**config.mk**
```make
export PLATFORM = sky130hd
export DESIGN_NAME = store_dispatch_unit
export DESIGN_NICKNAME = d
export VERILOG_FILES = /design/src/rtl/store_unit_pkg.sv /design/src/rtl/uncached_store_queue.sv /design/src/rtl/store_dispatch_unit.sv
export SDC_FILE = /design/constraint.sdc
export NUM_CORES = 1
export LEC_CHECK = 0
export ABC_AREA = 1
export CAP_MARGIN = 15
export CORE_MARGIN = 4
export CORE_UTILIZATION = 49
export DETAILED_ROUTE_END_ITERATION = 12
export GPL_TIMING_DRIVEN = 0
export PLACE_DENSITY = 0.73
export SLEW_MARGIN = 20
export SYNTH_ARGS = -nofsm -noshare
export SYNTH_HDL_FRONTEND = slang
export SYNTH_SLANG_ARGS = --single-unit
export TNS_END_PERCENT = 30
```
**constraint.sdc**
```tcl
create_clock -name clk_i -period 5.35 [get_ports clk_i]
set_input_delay 1.07 -clock clk_i [delete_from_list [all_inputs] [get_ports clk_i]]
set_output_delay 1.07 -clock clk_i [all_outputs]
set_load 0.01 [all_outputs]
```
**src/rtl/store_unit_pkg.sv**
```systemverilog
// Shared types and the address region decode for the store dispatch unit.
// Region bounds arrive as arguments so each instance can set its own map.
package store_unit_pkg;

    typedef enum logic [1:0] {
        BYTE = 2'd0,
        HALF = 2'd1,
        WORD = 2'd2
    } store_width_t;

    typedef enum logic [1:0] {
        IDLE,
        WAIT_BUFFER,
        WAIT_QUEUE,
        WAIT_ACCEPT
    } state_t;

    typedef enum logic [1:0] {
        REGION_BOOT,
        REGION_TIMER,
        REGION_IO,
        REGION_CACHED
    } region_t;

    // Timer wins over the IO range it sits inside.
    function automatic region_t decode_region(
        input logic [63:0] address,
        input logic [63:0] boot_end,
        input logic [63:0] io_end,
        input logic [63:0] timer_start,
        input logic [63:0] timer_end
    );
        if (address < boot_end) return REGION_BOOT;
        if (address >= timer_start && address < timer_end) return REGION_TIMER;
        if (address < io_end) return REGION_IO;
        return REGION_CACHED;
    endfunction

endpackage

```
**src/rtl/uncached_store_queue.sv**
```systemverilog
// Posted uncached-store FIFO; the head is offered to the memory
// controller until it reports completion, then popped.
module uncached_store_queue #(
    parameter int unsigned WIDTH = 66,
    parameter int unsigned DEPTH = 4,
    localparam int unsigned PTR_W = $clog2(DEPTH),
    localparam int unsigned CNT_W = $clog2(DEPTH + 1)
) (
    input  logic             clk,
    input  logic             rst,
    input  logic             push,
    input  logic [WIDTH-1:0] push_data,
    output logic             request,
    output logic [WIDTH-1:0] head,
    input  logic             done,
    output logic [CNT_W-1:0] count,
    output logic             full,
    output logic             empty
);

    logic [WIDTH-1:0] mem [DEPTH];
    logic [PTR_W-1:0] wr_ptr;
    logic [PTR_W-1:0] rd_ptr;
    logic             wr_en;
    logic             pop;

    assign empty   = (count == '0);
    assign full    = (count == CNT_W'(DEPTH));
    assign request = !empty;
    assign wr_en   = push && !full;
    assign pop     = request && done;
    assign head    = request ? mem[rd_ptr] : '0;

    always_ff @(posedge clk) begin
        if (wr_en) mem[wr_ptr] <= push_data;
    end

    always_ff @(posedge clk) begin
        if (rst) begin
            wr_ptr <= '0;
            rd_ptr <= '0;
            count  <= '0;
        end else begin
            if (wr_en) wr_ptr <= wr_ptr + PTR_W'(1);
            if (pop) rd_ptr <= rd_ptr + PTR_W'(1);
            count <= count + CNT_W'(wr_en) - CNT_W'(pop);
        end
    end

endmodule

```
**src/rtl/store_dispatch_unit.sv**
```systemverilog
// Routes stores to the store buffer, the posted IO queue or the timer.
// Define STU_MISALIGN_CHECK_EN to fault misaligned HALF/WORD stores.
module store_dispatch_unit
    import store_unit_pkg::*;
#(
    parameter int unsigned DATA_WIDTH = 32,
    parameter int unsigned ADDR_WIDTH = 32,
    parameter int unsigned IO_DEPTH = 4,
    parameter logic [ADDR_WIDTH-1:0] BOOT_END = 32'h0000_1000,
    parameter logic [ADDR_WIDTH-1:0] IO_END = 32'h0001_0000,
    parameter logic [ADDR_WIDTH-1:0] TIMER_START = 32'h0000_F000,
    parameter logic [ADDR_WIDTH-1:0] TIMER_END = 32'h0000_F010,
    localparam int unsigned CNT_W = $clog2(IO_DEPTH + 1),
    localparam int unsigned PKT_W = DATA_WIDTH + ADDR_WIDTH + 2
) (
    input  logic                  clk_i,
    input  logic                  rst_i,
    input  logic                  valid_i,
    output logic                  ready_o,
    input  logic [DATA_WIDTH-1:0] store_data_i,
    input  logic [ADDR_WIDTH-1:0] store_address_i,
    input  logic [1:0]            operation_i,
    output logic                  buf_push_o,
    output logic [PKT_W-1:0]      buf_packet_o,
    input  logic                  buf_full_i,
    output logic                  mem_request_o,
    output logic [DATA_WIDTH-1:0] mem_data_o,
    output logic [ADDR_WIDTH-1:0] mem_address_o,
    output logic [1:0]            mem_width_o,
    input  logic                  mem_done_i,
    output logic                  timer_write_o,
    output logic                  data_valid_o,
    input  logic                  data_accepted_i,
    output logic                  illegal_access_o,
    output logic                  misaligned_o,
    output logic                  cachable_o,
    output logic [CNT_W-1:0]      io_pending_o,
    output logic                  idle_o
);

    typedef struct packed {
        logic [DATA_WIDTH-1:0] data;
        logic [ADDR_WIDTH-1:0] address;
        store_width_t          width;
    } packet_t;

    state_t  state, next_state;
    region_t region;
    packet_t in_pkt, held_pkt, out_pkt, head_pkt;
    logic    misaligned, accept, enq, q_full, q_empty;
    logic    illegal_q, misaligned_q, cachable_q;

    assign in_pkt = '{
        data:    store_data_i,
        address: store_address_i,
        width:   store_width_t'(operation_i)
    };
    assign region = decode_region(64'(store_address_i), 64'(BOOT_END),
                                  64'(IO_END), 64'(TIMER_START), 64'(TIMER_END));
    assign accept = valid_i && ready_o;

`ifdef STU_MISALIGN_CHECK_EN
    always_comb begin
        misaligned = 1'b0;
        case (store_width_t'(operation_i))
            HALF:    misaligned = store_address_i[0];
            WORD:    misaligned = |store_address_i[1:0];
            default: misaligned = 1'b0;
        endcase
    end
`else
    assign misaligned = 1'b0;
`endif

    always_ff @(posedge clk_i) begin
        if (rst_i) state <= IDLE;
        else       state <= next_state;
    end

    always_comb begin
        next_state = state;
        unique case (state)
            IDLE: begin
                if (valid_i) begin
                    if (region == REGION_BOOT || misaligned) next_state = WAIT_ACCEPT;
                    else if (region == REGION_TIMER)          next_state = WAIT_ACCEPT;
                    else if (region == REGION_IO)             next_state = q_full ? WAIT_QUEUE : WAIT_ACCEPT;
                    else                                      next_state = buf_full_i ? WAIT_BUFFER : WAIT_ACCEPT;
                end
            end
            WAIT_BUFFER: if (!buf_full_i) next_state = WAIT_ACCEPT;
            WAIT_QUEUE:  if (!q_full) next_state = WAIT_ACCEPT;
            WAIT_ACCEPT: if (data_accepted_i) next_state = IDLE;
            default:     next_state = IDLE;
        endcase
    end

    // In IDLE the side effect uses the live inputs; later states replay the held copy.
    always_comb begin
        ready_o       = 1'b0;
        buf_push_o    = 1'b0;
        timer_write_o = 1'b0;
        enq           = 1'b0;
        data_valid_o  = 1'b0;
        out_pkt       = held_pkt;
        unique case (state)
            IDLE: begin
                ready_o = 1'b1;
                out_pkt = in_pkt;
                if (valid_i && region != REGION_BOOT && !misaligned) begin
                    timer_write_o = (region == REGION_TIMER);
                    enq           = (region == REGION_IO) && !q_full;
                    buf_push_o    = (region == REGION_CACHED) && !buf_full_i;
                end
            end
            WAIT_BUFFER: buf_push_o = !buf_full_i;
            WAIT_QUEUE:  enq = !q_full;
            WAIT_ACCEPT: data_valid_o = 1'b1;
            default: ;
        endcase
    end

    always_ff @(posedge clk_i) begin
        if (rst_i) begin
            held_pkt     <= '0;
            illegal_q    <= 1'b0;
            misaligned_q <= 1'b0;
            cachable_q   <= 1'b0;
        end else if (accept) begin
            held_pkt     <= in_pkt;
            illegal_q    <= (region == REGION_BOOT);
            misaligned_q <= (region != REGION_BOOT) && misaligned;
            cachable_q   <= (region == REGION_CACHED) && !misaligned;
        end
    end

    uncached_store_queue #(
        .WIDTH (PKT_W),
        .DEPTH (IO_DEPTH)
    ) u_queue (
        .clk       (clk_i),
        .rst       (rst_i),
        .push      (enq),
        .push_data (out_pkt),
        .request   (mem_request_o),
        .head      (head_pkt),
        .done      (mem_done_i),
        .count     (io_pending_o),
        .full      (q_full),
        .empty     (q_empty)
    );

    assign buf_packet_o     = buf_push_o ? out_pkt : '0;
    assign mem_data_o       = head_pkt.data;
    assign mem_address_o    = head_pkt.address;
    assign mem_width_o      = head_pkt.width;
    assign illegal_access_o = data_valid_o && illegal_q;
    assign misaligned_o     = data_valid_o && misaligned_q;
    assign cachable_o       = cachable_q;
    assign idle_o           = (state == IDLE) && q_empty;

endmodule

```
==> After elaboration in Yosys (flattened, before gate mapping) <==
Memory sizes are Yosys's and may differ from the RTL's. A register that Yosys moved wholly into a read port is not among the register bits.
Index checks and enable logic that the tools add are counted.
W data, S select, Z words.
{ "totals": {"out_inout_bits": 144, "ram_bits": 264, "wordCells": 83, "register_bits": 77, "mem_count": 1} }
{ "memory_table": {"columns": ["memory", "words", "width", "read_ports", "rd_clocked_by_memory_dff", "wr", "line", "rtl"], "rows": [
  ["u_queue.mem", 4, 66, 1, 1, 1, "uncached_store_queue.sv:21", "logic [WIDTH-1:0] mem [DEPTH];"]
]} }
{ "classes": {"n_eq_ne": 11, "add_sub_neg": 4, "order_cmp": 4, "mux": 37, "reduce_logical": 17} }
{ "ops": {"columns": ["cell", "n"], "rows": [
  ["$mux W66", 3],
  ["$ge A32 B16 Y1 const B", 1],
  ["$lt A32 B13 Y1 const B", 1],
  ["$lt A32 B16 Y1 const B", 1],
  ["$lt A32 B17 Y1 const B", 1],
  ["$mux W2", 16],
  ["$mux W1", 15],
  ["$logic_and A1 B1 Y1", 9],
  ["$eq A2 B2 Y1 const B", 4],
  ["$ne A2 B2 Y1 const B", 4],
  ["$pmux W2 S4", 1],
  ["$add A2 B1 Y2 const B", 2],
  ["$eq A2 B1 Y1 const B", 2],
  ["$logic_not A2 Y1", 2],
  ["$pmux W1 S2", 2],
  ["$reduce_and A4 Y1", 1],
  ["$add A3 B1 Y3", 1],
  ["$eq A3 B3 Y1 const B", 1],
  ["$logic_not A1 Y1", 3],
  ["$logic_not A3 Y1", 1],
  ["$sub A3 B1 Y3", 1],
  ["$reduce_bool A2 Y1", 1]
]} }

==> Longest topological paths before layout <==
Gate-level depths: netlist (run 1).
{ "logic_depth": {"word_depth": 16, "mapped_depth": 13, "ltp_nobuf": 13} }

==> Modules after synthesis <==
Synthesis (run 1) repeated with hierarchy kept, for this count alone.
{ "hier_totals": {"cells_unflattened": 1757, "area_unflattened_um2": 16000.3} }
{ "by_module_without_submodules": {"columns": ["module", "area_each_um2", "cells_each", "instances"], "rows": [
  ["uncached_store_queue", 11711.2, 1111, 1],
  ["store_dispatch_unit", 4289.1, 646, 1]
]} }

==> Least setup slack after synthesis (run 1) <==
No wires, ideal clock.
{ "synth_timing": {"path_kind": "input to register", "start": "input store_address_i[20]", "end": "memory u_queue.mem[0][0] (enable)", "setup_time_ns": 0.490, "setup_slack_ns": 0.274, "t_arrival_ns": 4.585, "stages": 9, "path_cell_list": "nor2_1 > nand2_1 > nor2_1 > nand2_1 > nor2_1 > nand3_1 > nand2_1 > nand2_1 > nor2_1"} }
{ "synth_between": {"elab_chain_cells": 14, "word_cells_on_any_way": 25} }
{ "synth_lines": {"columns": ["item", "line", "rtl"], "rows": [
  ["start: declaration", "store_dispatch_unit.sv:21", "input logic [ADDR_WIDTH-1:0] store_address_i,"],
  ["$lt A32 B17 Y1, or another cell as far along", "store_unit_pkg.sv:35", "if (address < io_end) return REGION_IO;"],
  ["$mux W1 or $logic_and A1 B1 Y1 (tied branches)", "store_unit_pkg.sv:35, store_unit_pkg.sv:34", null],
  ["$mux W1 or $mux W2 (tied branches)", "store_unit_pkg.sv:35, store_unit_pkg.sv:34", null],
  ["$mux W1 or $mux W2 (tied branches)", "store_unit_pkg.sv:34, store_unit_pkg.sv:35", null],
  ["$mux W2", "store_unit_pkg.sv:36", "return REGION_CACHED;"],
  ["$mux W2", "store_unit_pkg.sv:35", null],
  ["$mux W2 (*)", "store_unit_pkg.sv:34", "if (address >= timer_start && address < timer_end) return REGION_TIMER;"],
  ["$eq A2 B2 Y1 or $reduce_bool A2 Y1 (tied branches)", null, null],
  ["$logic_and A1 B1 Y1 (on tied branches)", "store_dispatch_unit.sv:112, store_dispatch_unit.sv:110", null],
  ["$mux W1 (*)", "store_dispatch_unit.sv:110", "if (valid_i && region != REGION_BOOT && !misaligned) begin"],
  ["$pmux W1 S2 (*)", "store_dispatch_unit.sv:106", "unique case (state)"],
  ["$logic_and A1 B1 Y1 (*)", "uncached_store_queue.sv:30", "assign wr_en = push && !full;"],
  ["$mux W1 (*)", "uncached_store_queue.sv:35", "if (wr_en) mem[wr_ptr] <= push_data;"],
  ["$mux W1 (not written as such) (*)", "uncached_store_queue.sv:35", null],
  ["end: declaration", "uncached_store_queue.sv:21", null]
]} }
Mark *: on every way between the ends. The rest lies on a longest branch, timed or not. The select of a mux whose other input is x is not followed.

==> Worst setup path after layout (run 1) <==
{ "layout_timing": {"start": "input store_address_i[31]", "end": "output buf_packet_o[63]"} }
{ "layout_between": {"elab_chain_cells": 12, "word_cells_on_any_way": 23} }
{ "layout_lines": {"columns": ["item", "line", "rtl"], "rows": [
  ["$lt A32 B17 Y1, or another cell as far along", "store_unit_pkg.sv:35", null],
  ["$mux W1 or $logic_and A1 B1 Y1 (tied branches)", "store_unit_pkg.sv:35, store_unit_pkg.sv:34", null],
  ["$mux W1 or $mux W2 (tied branches)", "store_unit_pkg.sv:35, store_unit_pkg.sv:34", null],
  ["$mux W1 or $mux W2 (tied branches)", "store_unit_pkg.sv:34, store_unit_pkg.sv:35", null],
  ["$mux W2", "store_unit_pkg.sv:36", null],
  ["$mux W2", "store_unit_pkg.sv:35", null],
  ["$mux W2 (*)", "store_unit_pkg.sv:34", null],
  ["$eq A2 B2 Y1 or $reduce_bool A2 Y1 (tied branches)", null, null],
  ["$logic_and A1 B1 Y1 (on tied branches)", "store_dispatch_unit.sv:113, store_dispatch_unit.sv:110", null],
  ["$mux W1 (*)", "store_dispatch_unit.sv:110", null],
  ["$pmux W1 S2 (*)", "store_dispatch_unit.sv:106", null],
  ["$mux W66 (*)", "store_dispatch_unit.sv:153", "assign buf_packet_o = buf_push_o ? out_pkt : '0;"],
  ["end: declaration", "store_dispatch_unit.sv:24", "output logic [PKT_W-1:0] buf_packet_o,"]
]} }
Marked as above.

==> flow_summary_export.csv, run 1 <==
group,metric,value,unit
run,max-cap-violations,0,
sta,whs,475.2,ps
placement,dp.cells,2093,
setup_path,cp-end-kind,"output pin",
setup_path,crit_path_max_fanout,10,
clocking,htree_levels,2,
yosys,ys_dominant_reg_cell,"edfxtp_1",
die,die_area,0.03258,sq mm
global_routing,overflow,0,
sta,fin_skew,11.52,ps
clocking,cts_buffers,36,
global_routing,grt_max_degree,24,
global_routing,first_global_vias,11254,
sta,setup-tns-final,0,ps
final_layout,n_antenna_cell,0,
final_layout,area_growth,27.84,%
yosys,ys_seq_elements,343,
clocking,clock-sinks,343,
global_routing,grtUsageTotal,23.64,%
clocking,cts_tree,"done",
route,drtIter0Drc,1178,
clocking,clock-root-buffer,"clkbuf_16",
yosys,synth_area,0.01458,sq mm
power_and_ir_drop,ir_worst_vdd,0.3474,mV
final_layout,design_area,0.01864,sq mm
yosys,async_flop_share,0,%
route,wl,39.64,mm
yosys,syn_inst,1483,
final_layout,stdcell_count,2156,
clocking,postCtsHoldBufs,0,
route,route.detailed.drc,0,
placement,io_buffers,214,
yosys,ys_seq_area_share,65.22,%
setup_path,crit_chain,"clkdlybuf4s50_1 -> nor2_1 -> nand2_1 -> nor2_1 -> nand2_1 -> inv_2 -> nor2_1 -> o21ai_2 -> buf_4 -> buf_4 -> nor2_1 -> clkdlybuf4s50_1",
die,core_area,0.02901,sq mm
sta,finalSetupViolations,0,
die,chipWidth,180.5,microns
clocking,clock_latency,510,ps
global_routing,antenna_found_initial,1,
route,vias_per_cell,5.281,
final_layout,layout_common_cells,"nor2_1, edfxtp_1, o21ai_0, clkdlybuf4s50_1, inv_1",
setup_path,slowest_delay,490,ps
sta,fmax,0.2188,GHz
final_layout,num-nets-final,1830,
route,wl_per_cell,18.39,microns
die,die_y,180.5,microns
sta,min_period_over_period,85.44,%
setup_path,criticalPathCategory,"input pin to output pin",
setup_path,crit_top_cell,"nor2_1",
yosys,yosysWarnings,0,
placement,place_hpwl,27.46,mm
clocking,cts.clk_slew.worst_paths,60,ps
placement,place_area,0.01752,sq mm
die,rows,62,
placement,gp_congestion,0.8163,
yosys,synth-edff-count,264,
setup_path,arrival,3500,ps
sta,tightestPinTransition,831.8,ps
yosys,synth_nets,1566,
sta,finalMaxSlewViolations,0,
setup_path,cp-start-kind,"input pin",
sta,rsz0062_at_grt,"no",
clocking,cts_setup_buffers,0,
route,vias,11386,
setup_path,cp.required,4280,ps
clocking,clockBufferDepth,3,
final_layout,final_common_cell,"nor2_1",
sta,max-slew-margin-rel,43.96,%
die,start_util,50.25,%
final_layout,drive_above_1_share,8.860,%
worst_hold_path,hold_path.class,"flip-flop to flip-flop",
clocking,cts_resized,0,
power_and_ir_drop,p_per_area,575.8,mW/mm^2
setup_path,critPathSlowestCell,"clkdlybuf4s50_1",
global_routing,grt_pass1_wl,61.38,mm
final_layout,fillerInstances,2292,
sta,finalCriticalPeriod,4571,ps
final_layout,final_util,64.24,%
status,status,"completed",
route,detail-route-antenna-nets,0,
power_and_ir_drop,p_leak,6.917,nW
yosys,avgSynthCellArea,9.832,sq um
yosys,yosysUniqueCellTypes,28,
route,drt_first_pass_iters,6,
die,ios,216,
sta,hold_viol_final,0,
[power by group]
group          internal, W  leakage (nW)  switching [W]
Clock              0.00142         0.553       0.000951
Sequential         0.00374          3.05       0.000129
Combinational      0.00166          3.32        0.00283
Total              0.00682          6.92        0.00391
[cell type report]
| class | count | area, sq um | area share, % |
|---|---|---|---|
| plain buffers | 94 | 407.9 | 2.188 |
| clock buffers | 47 | 973.4 | 5.223 |
| clock inverters | 16 | 147.6 | 0.7921 |
| inverters | 107 | 401.6 | 2.155 |
| multi-input cells | 939 | 4292 | 23.02 |
| flip-flops and latches | 343 | 9509 | 51.02 |
| well taps | 384 | 480.5 | 2.578 |
| repair buffers | 226 | 2427 | 13.02 |
[through the flow]
| step | setup slack (ps) | total power [W] |
|---|---|---|
| 6_report | 778.8 | 0.01073 |
| 5_1_grt | 584.1 | 0.01137 |
| 4_1_cts | 722.7 | 0.01077 |
| 3_5_place_dp | 726.9 | 0.008381 |
| 3_3_place_gp | -2599 | 0.008248 |
| 2_1_floorplan | 274.3 | 0.006253 |
[path summary, 6_finish.rpt]
check                            endpoint  cells past startpoint  slack, ps                       from
max reg2reg  u_queue.mem[1][46]$_DFFE_PP_                     11       2340      state[0]$_SDFFE_PP0P_
max                      buf_packet_o[63]                     12        780        store_address_i[31]
min reg2reg     held_pkt[57]$_SDFFE_PP0P_                      2        480  held_pkt[57]$_SDFFE_PP0P_
min             held_pkt[57]$_SDFFE_PP0P_                      2        480  held_pkt[57]$_SDFFE_PP0P_
[layer usage]
layer  global-route usage (%)  vias up  part of all wire (%)
met3                    4.945       59                   8.9
met4                    7.199        0                   2.4
met1                    31.60     5337                    41
met2                    39.21      509                    48
met5                        0        -                     0
li1                         -     5481                     -
[cells in the mapped netlist (9+ instances only)]
library cell,number,area (sq um)
dfxtp_1,79,1582
a21oi_1,76,380.4
nor2_1,477,1790
or2_2,56,350.3
ha_1,10,125.1
buf_2,25,125.1
a211oi_1,10,75.07
o21ai_0,252,1261
edfxtp_1,264,7928
inv_1,101,379.1
o21ai_1,9,45.04
nand2_1,33,123.9
clkbuf_1,58,217.7
[worst max-delay path, delay by kind of cell]
family / cells / cell delay [ps]
and+or+nand+nor: 6 / 600
AOI/OAI and AO/OA: 1 / 240
buffers and inverters: 5 / 1580
[state kept, by name, summed over array words and instances (netlist names), named ones only]
name / count
cachable_o: 1
held_pkt: 66
illegal_q: 1
state: 2
u_queue.count: 3
u_queue.mem: 264
u_queue.rd_ptr: 2
u_queue.wr_ptr: 2
[kinds of logic after synthesis]
kind of cell    synth area share, %
fa+ha+maj                    0.9955
xor+xnor                     0.1202
simple gates                  15.89
other cells                 0.02572
flops                         65.22
compound gates                12.19
buf+inv                       5.552
Note: power is estimated with default switching activity, not from simulation.
==> run 2: changes to the inputs <==
--- a/config.mk
+++ b/config.mk
@@ -11,7 +11,9 @@
 export CORE_UTILIZATION = 49
 export DETAILED_ROUTE_END_ITERATION = 12
 export GPL_TIMING_DRIVEN = 0
+export HOLD_SLACK_MARGIN = 0.12
 export PLACE_DENSITY = 0.73
+export RECOVER_POWER = 25
 export SLEW_MARGIN = 20
 export SYNTH_ARGS = -nofsm -noshare
 export SYNTH_HDL_FRONTEND = slang
==> flow_summary_export.csv, run 2 (synthesis gave the netlist of run 1 again) <==
group,metric,value,unit
status,status,"completed",
route,detail-route-antenna-nets,0,
clocking,htree_levels,2,
setup_path,worstSetupEndpoint,"buf_packet_o[52]",
sta,setup_ws,599.7,ps
setup_path,critPathSlowestCell,"clkbuf_1",
setup_path,crit_chain,"inv_1 -> ha_1 -> clkbuf_1 -> inv_1 -> clkbuf_1 -> clkbuf_1 -> or2_2 -> o21ai_0 -> nor2_1 -> clkdlybuf4s50_1",
global_routing,grtUsageTotal,23.64,%
power_and_ir_drop,swShare,36.48,%
setup_path,cp-end-kind,"output pin",
global_routing,grt_pass1_wl,61.38,mm
route,wl_per_cell,18.40,microns
final_layout,multi_input_area,0.004292,sq mm
final_layout,layout_common_cells,"nor2_1, edfxtp_1, o21ai_0, clkdlybuf4s50_1, inv_1",
route,drtIter0Drc,1216,
global_routing,antenna_found_initial,1,
final_layout,fillerInstances,2292,
sta,finalSetupViolations,0,
route,route.detailed.drc,0,
power_and_ir_drop,pwr-share-clk,22.1,%
sta,fin_skew,12.36,ps
setup_path,worst-path-stages,10,
sta,min_period_over_period,88.79,%
clocking,clockBufferDepth,3,
global_routing,overflow,0,
route,vias,11380,
final_layout,regMostFlops,"u_queue.mem",
setup_path,crit_path_max_fanout,10,
power_and_ir_drop,p_leak,6.909,nW
die,die_y,180.5,microns
route,drt_first_pass_iters,5,
final_layout,num-nets-final,1830,
power_and_ir_drop,ir_worst_vdd,0.3424,mV
die,start_util,50.25,%
final_layout,largest_reg_flops,264,
clocking,cts_setup_buffers,0,
global_routing,first_global_vias,11254,
worst_hold_path,hold_path.class,"flip-flop to flip-flop",
die,die_area,0.03258,sq mm
setup_path,ff2ff_setup_slack,2010,ps
setup_path,r2r-start,"state[0]$_SDFFE_PP0P_",
clocking,clock-sinks,343,
setup_path,path_buf_inv,6,
placement,place_hpwl,27.46,mm
placement,io_buffers,214,
final_layout,design_area,0.01863,sq mm
setup_path,crit_family,"buffers and inverters",
placement,place_area,0.01752,sq mm
sta,rsz0062_at_grt,"no",
setup_path,rr_worst_depth,11,
final_layout,top_regs,"u_queue.mem (264), held_pkt (66), u_queue.count (3)",
power_and_ir_drop,p_per_area,575.6,mW/mm^2
power_and_ir_drop,intPower,0.006814,W
placement,gp_congestion,0.8163,
setup_path,slowest_delay,590,ps
final_layout,final_common_cell,"nor2_1",
setup_path,criticalPathCategory,"flip-flop to output pin",
placement,pre_cts_slack,726.9,ps
clocking,cts_buffers,36,
power_and_ir_drop,seq_power_share,36.1,%
sta,hold_viol_final,0,
power_and_ir_drop,pwr-share-comb,41.8,%
final_layout,drive_above_1_share,8.521,%
die,core_area,0.02901,sq mm
clocking,cts_tree,"done",
sta,whs,475.1,ps
clocking,clock_latency,510,ps
die,ios,216,
final_layout,n_antenna_cell,0,
sta,finalCriticalPeriod,4750,ps
sta,tightestPinTransition,887.6,ps
power_and_ir_drop,switching_power,0.003913,W
global_routing,grt_max_degree,24,
power_and_ir_drop,total_power,0.01073,W
die,rows,62,
final_layout,regArea,0.009509,sq mm
sta,finalMaxSlewViolations,0,
route,wl,39.68,mm
die,chipWidth,180.5,microns
route,vias_per_cell,5.278,
final_layout,final_util,64.23,%
final_layout,area_growth,27.80,%
run,max-cap-violations,0,
sta,fmax,0.2105,GHz
sta,max-slew-margin-rel,40.20,%
setup_path,cp.required,4280,ps
setup_path,r2r_end,"u_queue.mem[1][46]$_DFFE_PP_",
setup_path,crit_top_cell,"clkbuf_1",
setup_path,arrival,3680,ps
clocking,cts.clk_slew.worst_paths,60,ps
setup_path,cp-start-kind,"flip-flop",
clocking,clock-root-buffer,"clkbuf_16",
setup_path,startpoint,"state[0]$_SDFFE_PP0P_",
clocking,postCtsHoldBufs,0,
clocking,cts_resized,0,
-- run 2: worst min-delay path by stage --
stage,startpoint,end,cells after the start
after global placement,u_queue.rd_ptr[0]$_SDFFE_PP0P_,u_queue.rd_ptr[0]$_SDFFE_PP0P_,1
after CTS,held_pkt[63]$_SDFFE_PP0P_,held_pkt[63]$_SDFFE_PP0P_,2
after floorplan,u_queue.rd_ptr[1]$_SDFFE_PP0P_,flip-flop,2
after detailed placement,held_pkt[63]$_SDFFE_PP0P_,held_pkt[63]$_SDFFE_PP0P_,2
final,held_pkt[57]$_SDFFE_PP0P_,held_pkt[57]$_SDFFE_PP0P_,2
after global routing,held_pkt[44]$_SDFFE_PP0P_,held_pkt[44]$_SDFFE_PP0P_,2
-- run 2: routing by layer --
metal  vias to the layer above  wire [microns]  global-route usage (%)
li1                       5479               -                       -
met1                      5356           16390                   31.60
met5                         -               0                       0
met4                         0             949                   7.199
met3                        61            3253                   4.945
met2                       484           19090                   39.21
-- run 2: worst register-to-register path: stages (launching register included) --
cell and delay [ps]:
dfxtp_1 330, inv_1 100, ha_1 190, clkbuf_1 350
nand2_1 190, inv_1 400, nand3_1 130, nand2_1 160
nand2_1 260, nor2_4 480, buf_16 230, buf_12 200
-- run 2: power groups by stage --
stage	Sequential [W]	Combinational, W	Clock, W
global placement	0.00395	0.00430	0
global route	0.00391	0.00493	0.00253
CTS	0.00387	0.00449	0.00241
finish	0.00387	0.00448	0.00237
floorplan	0.00392	0.00234	0
detailed placement	0.00392	0.00446	0
-- run 2: area by class of cell --
type	count	share of cell area, %
clock inverters	16	0.7923
clock buffers	47	5.224
well taps	384	2.578
flip-flops and latches	343	51.03
plain buffers	94	2.162
multi-input cells	939	23.03
inverters	107	2.155
repair buffers	226	13.03
-- run 2: through the flow --
stage	std cells	setup TNS, ps
global route	2156	0
CTS	2156	0
global placement	2081	-671270
finish	2156	0
detailed placement	2093	0
floorplan	1483	0
